==> config.mk <==
export PLATFORM = sky130hd
export DESIGN_NAME = ysyx_22050598_mem_arbiter
export DESIGN_NICKNAME = d
export VERILOG_FILES = /design/src/rtl/ysyx_22050598_mem_pkg.sv /design/src/rtl/ysyx_22050598_mem_arb_pick.sv /design/src/rtl/ysyx_22050598_mem_arbiter.sv
export SDC_FILE = /design/constraint.sdc
export NUM_CORES = 1
export LEC_CHECK = 0
export ABC_CLOCK_PERIOD_IN_PS = 6200
export CAP_MARGIN = 20
export CORE_AREA = 5 5 208 210
export DETAILED_ROUTE_END_ITERATION = 8
export DIE_AREA = 0 0 213 215
export PLACE_DENSITY_LB_ADDON = 0.12
export SYNTH_ARGS = -nofsm -noshare
export SYNTH_HDL_FRONTEND = slang
export SYNTH_HIERARCHICAL = 1
export SYNTH_SLANG_ARGS = --single-unit
export TNS_END_PERCENT = 30
==> constraint.sdc <==
create_clock -name clk -period 6.2 [get_ports clk]
set_input_delay 0.62 -clock clk [delete_from_list [all_inputs] [get_ports clk]]
set_output_delay 0.62 -clock clk [all_outputs]
set_load 0.02 [all_outputs]
==> src/rtl/ysyx_22050598_mem_pkg.sv <==
// Shared types and defaults for the IFU/LSU memory arbiter.
package ysyx_22050598_mem_pkg;

  typedef enum logic [1:0] {
    IDLE = 2'd0,
    REQ  = 2'd1,
    WAIT = 2'd2
  } state_t;

  typedef enum logic {
    OWN_IF = 1'b0,
    OWN_LS = 1'b1
  } owner_t;

  localparam int unsigned AW_DEFAULT = 64;
  localparam int unsigned DW_DEFAULT = 64;

  // Bit positions inside the one-hot grant vector.
  localparam int unsigned GNT_IF = 0;
  localparam int unsigned GNT_LS = 1;

endpackage

==> src/rtl/ysyx_22050598_mem_arb_pick.sv <==
// Grant selection: LSU priority with an anti-starvation override for the IFU.
module ysyx_22050598_mem_arb_pick
  import ysyx_22050598_mem_pkg::*;
#(
  parameter int unsigned STARVE_MAX = 4,
  parameter int unsigned CW         = 3
) (
  input  logic          if_valid,
  input  logic          ls_valid,
  input  logic [CW-1:0] starve_cnt,
  output logic [1:0]    grant
);

  always_comb begin
    grant = '0;
    if (if_valid && ls_valid) begin
      if (starve_cnt == CW'(STARVE_MAX)) grant[GNT_IF] = 1'b1;
      else                               grant[GNT_LS] = 1'b1;
    end else if (if_valid) begin
      grant[GNT_IF] = 1'b1;
    end else if (ls_valid) begin
      grant[GNT_LS] = 1'b1;
    end
  end

endmodule

==> src/rtl/ysyx_22050598_mem_arbiter.sv <==
// Two-requester (IFU/LSU) arbiter onto a single memory port, one transaction in flight.
module ysyx_22050598_mem_arbiter
  import ysyx_22050598_mem_pkg::*;
#(
  parameter int unsigned AW         = AW_DEFAULT,
  parameter int unsigned DW         = DW_DEFAULT,
  parameter int unsigned STARVE_MAX = 4
) (
  input  logic            clk,
  input  logic            rst,

  input  logic            if_req_valid,
  input  logic [AW-1:0]   if_req_addr,
  output logic            if_req_ready,
  output logic            if_rsp_valid,
  output logic [DW-1:0]   if_rsp_data,

  input  logic            ls_req_valid,
  input  logic            ls_req_wen,
  input  logic [AW-1:0]   ls_req_addr,
  input  logic [DW-1:0]   ls_req_wdata,
  input  logic [DW/8-1:0] ls_req_wmask,
  output logic            ls_req_ready,
  output logic            ls_rsp_valid,
  output logic [DW-1:0]   ls_rsp_data,

  output logic            mem_req_valid,
  input  logic            mem_req_ready,
  output logic            mem_req_wen,
  output logic [AW-1:0]   mem_req_addr,
  output logic [DW-1:0]   mem_req_wdata,
  output logic [DW/8-1:0] mem_req_wmask,
  input  logic            mem_rsp_valid,
  input  logic [DW-1:0]   mem_rsp_data,

  output logic            busy
);

  localparam int unsigned CW = $clog2(STARVE_MAX + 1);

  state_t            state, state_next;
  owner_t            owner;
  logic              wen_q;
  logic [AW-1:0]     addr_q;
  logic [DW-1:0]     wdata_q;
  logic [DW/8-1:0]   wmask_q;
  logic [CW-1:0]     starve_cnt;
  logic [1:0]        grant;
  logic              accept;

  ysyx_22050598_mem_arb_pick #(
    .STARVE_MAX(STARVE_MAX),
    .CW        (CW)
  ) u_pick (
    .if_valid  (if_req_valid),
    .ls_valid  (ls_req_valid),
    .starve_cnt(starve_cnt),
    .grant     (grant)
  );

  assign accept = (state == IDLE) && (|grant);

  // Handshake outputs are gated by rst so nothing is visible while reset is held.
  always_comb begin
    state_next    = state;
    if_req_ready  = 1'b0;
    ls_req_ready  = 1'b0;
    mem_req_valid = 1'b0;
    if_rsp_valid  = 1'b0;
    if_rsp_data   = '0;
    ls_rsp_valid  = 1'b0;
    ls_rsp_data   = '0;
    case (state)
      IDLE: begin
        if_req_ready = rst && grant[GNT_IF];
        ls_req_ready = rst && grant[GNT_LS];
        if (|grant) state_next = REQ;
      end
      REQ: begin
        mem_req_valid = rst;
        if (mem_req_ready) state_next = WAIT;
      end
      WAIT: begin
        if (mem_rsp_valid) begin
          state_next = IDLE;
          if (rst) begin
            if (owner == OWN_IF) begin
              if_rsp_valid = 1'b1;
              if_rsp_data  = mem_rsp_data;
            end else begin
              ls_rsp_valid = 1'b1;
              ls_rsp_data  = mem_rsp_data;
            end
          end
        end
      end
      default: state_next = IDLE;
    endcase
  end

  assign busy          = rst && (state != IDLE);
  assign mem_req_wen   = wen_q;
  assign mem_req_addr  = addr_q;
  assign mem_req_wdata = wdata_q;
  assign mem_req_wmask = wmask_q;

  always_ff @(posedge clk) begin
    if (!rst) begin
      state      <= IDLE;
      owner      <= OWN_IF;
      wen_q      <= 1'b0;
      addr_q     <= '0;
      wdata_q    <= '0;
      wmask_q    <= '0;
      starve_cnt <= '0;
    end else begin
      state <= state_next;
      if (accept) begin
        if (grant[GNT_IF]) begin
          owner      <= OWN_IF;
          wen_q      <= 1'b0;
          addr_q     <= if_req_addr & ~AW'(7);
          wdata_q    <= '0;
          wmask_q    <= '0;
          starve_cnt <= '0;
        end else begin
          owner   <= OWN_LS;
          wen_q   <= ls_req_wen;
          addr_q  <= ls_req_addr & ~AW'(7);
          wdata_q <= ls_req_wdata;
          wmask_q <= ls_req_wmask;
          // Only count LSU wins that actually made the IFU wait.
          if (if_req_valid && (starve_cnt != CW'(STARVE_MAX)))
            starve_cnt <= starve_cnt + 1'b1;
        end
      end
    end
  end

endmodule

==> metrics <==
design area=13,200 µm²; synthesized area=6990 µm²; Slew HR=0.298; drt drc=0; Worst Hold Class=flip-flop to flip-flop; Mapped Cells=819; Yosys top cell area share=0.401; post-detail-place hpwl=28,100 µm; Core Footprint=41,400 µm²; grt ovf=0; wire per inst=20.8 µm; Die Ht=215 µm; Psw=893 µW; internal cell power=1.92 mW; Die W=213 µm; P per Cell Area=212 nW/µm²; GPL Wtd Cong=0.839; Slew Limit Fails=0; ys flop type=dfxtp_1; CP Class=primary input to primary output; most frequent cells in the layout=clkdlybuf4s50_1 (532), dfxtp_1 (140), a21oi_1 (136), and2_1 (128), nand4_1 (74); Logic pwr share=0.272; Clk Latency, worst-skew pair=430 ps; Top Ports=542; CP Cell Sequence=clkdlybuf4s50_1, nand4b_1, nor2_4, buf_16, and2_1, clkdlybuf4s50_1; Site Rows=75; full die area=45,800 µm²; Max Fclk=254 MHz; Post-synth ARST share=0; sequential cell area=2800 µm²; Nets=1,557; synth unique cells=42; Final Hold Viols=0; run status=complete, no violations; post-route ant nets=0; period utilization=0.636; CP required=5580 ps; fin crit period=3940 ps; Post-synth EDFFs=0; FF+latch count, synth=140; peak supply drop=0.000147 V; sequential area share after synthesis=0.401; share of layout cells above drive strength 1=0.0455; clock slew at reported path FFs=60 ps; Via-to-Cell Ratio=4.30; CTS H-tree lvls=4; Sw Ratio=0.318; Synth area leader=dfxtp_1; Top delay family on crit path=buffers and inverters; Worst Path Buf+Inv=3; Power, Total=2.81 mW; port buffer count=532; drt initial violations=385; top post-synthesis cells by area=dfxtp_1 (40%), and2_1 (11%), a21oi_1 (9.8%); Final setup viols=0; CTS tree=done; multi-input combinational cell area=3700 µm²; gr usage total=0.158; CP Capture Type=primary output; crit-path max FO=34; hold buffer count at CTS=0; Setup crit start kind=primary input; synthesis warning total=6; Final Skew=12.8 ps; drt first pass iters=4; CTS Buffer Depth=2; post-cts sizing count=0; overall routed net length=38,200 µm; post-CTS setup buffers=0; cell repeated most along the worst path=clkdlybuf4s50_1; unrepaired setup endpoints after global routing=no; initial core utilization=0.169; clock network power share=0.367; Seq pwr share=0.362; commonest non-fill, non-tap cell in the layout=clkdlybuf4s50_1; total number of vias=7,905; Worst-Margin Slew=1050 ps; max incr delay on CP=690 ps; total negative slack=0 ps; CTS Buf Count=17; Clock Sinks=140; Worst EP arrival=3320 ps; initial antenna violation count=5; vias in the first global route=7,987; number of fill cells=4,362; first-pass GRT wire length=54,900 µm; Worst path slowest cell=clkdlybuf4s50_1; Max Cap Violations=0; Pleak=4.57 nW; area grow syn2layout=89.3%; placed cell area=12,700 µm²; clock root buffer=clkbuf_16; largest net degree at the start of global routing=78; Mean Syn Cell Area=8.54 µm²
## worst min-delay path: stages, from the launching register on
cell     delay [ps]
dfxtp_1         310
o21ai_0          60
a21oi_1          60
## kinds of logic (layout without fill, tap and decap cells)
family                     count (synthesis)  count (layout)  synth area share
muxes                                     61              61            0.0873
adders and majority gates                  2               2           0.00358
DFF                                      140             140             0.401
and+or+nand+nor                          227             227             0.203
other                                      1               5          0.000536
AOI/OAI and AO/OA                        281             281             0.229
buffers and inverters                    107             583            0.0757
## metal layers
layer	share of wire	track usage	vias to the layer above
li1	-	-	3888
met1	0.45	0.210	3688
met2	0.45	0.245	299
met3	0.084	0.0613	24
met4	0.011	0.0303	6
met5	0.0012	0	-
## cells in the mapped netlist (all sizes together), types with 2 or more instances
library cell,n
a211oi,62
a21oi,137
and2,128
buf,41
clkbuf,60
dfxtp,140
ha,2
inv,5
mux2i,61
nand2,3
nand3,2
nand4,74
nor2,10
nor3b,2
o21a,2
o21ai,74
or2,2
## state kept, by name (all words and copies together), names as in the netlist
| register | cells |
|---|---|
| mem_req_addr | 61 |
| state | 2 |
| mem_req_wmask | 8 |
| owner | 1 |
| mem_req_wdata | 64 |
| starve_cnt | 3 |
| mem_req_wen | 1 |
## through the flow
stage	util	hold WS (ps)	setup WS, ps	std cells
after CTS	0.320	473	2140	1836
after global placement	0.305	458	1890	1802
after global routing	0.320	487	1990	1836
after floorplan	-	446	3660	821
final	0.320	472	2260	1838
after detailed placement	0.306	464	2140	1804
## layout make-up
class / instances / area share
Antenna cell: 2 / 0.000378
Clock buffer: 19 / 0.0335
Clock inverter: 13 / 0.00983
Inverter: 6 / 0.00189
Multi-Input combinational cell: 574 / 0.280
Sequential cell: 140 / 0.212
Tap cell: 539 / 0.0509
Timing Repair Buffer: 545 / 0.412
## final timing paths
path	start	to	slack (ps)	depth (start not counted)
worst max-delay path	rst	ls_rsp_data[17]	2260	6
worst min-delay path	mem_req_wdata[34]	mem_req_wdata[34]	470	2
worst max register to register	starve_cnt[2]	mem_req_addr[53]	3380	7
worst min register to register	mem_req_wdata[34]	mem_req_wdata[34]	470	2
## power by group through the flow
stage	clock (mW)	sequential, mW	combinational (mW)
detailed placement	0	1.04	0.776
CTS	1.08	1.02	0.777
global placement	0	1.03	0.779
finish	1.03	1.02	0.763
floorplan	0	1.12	0.265
global route	1.11	1.03	0.820
(Power assumes the default switching activity.)
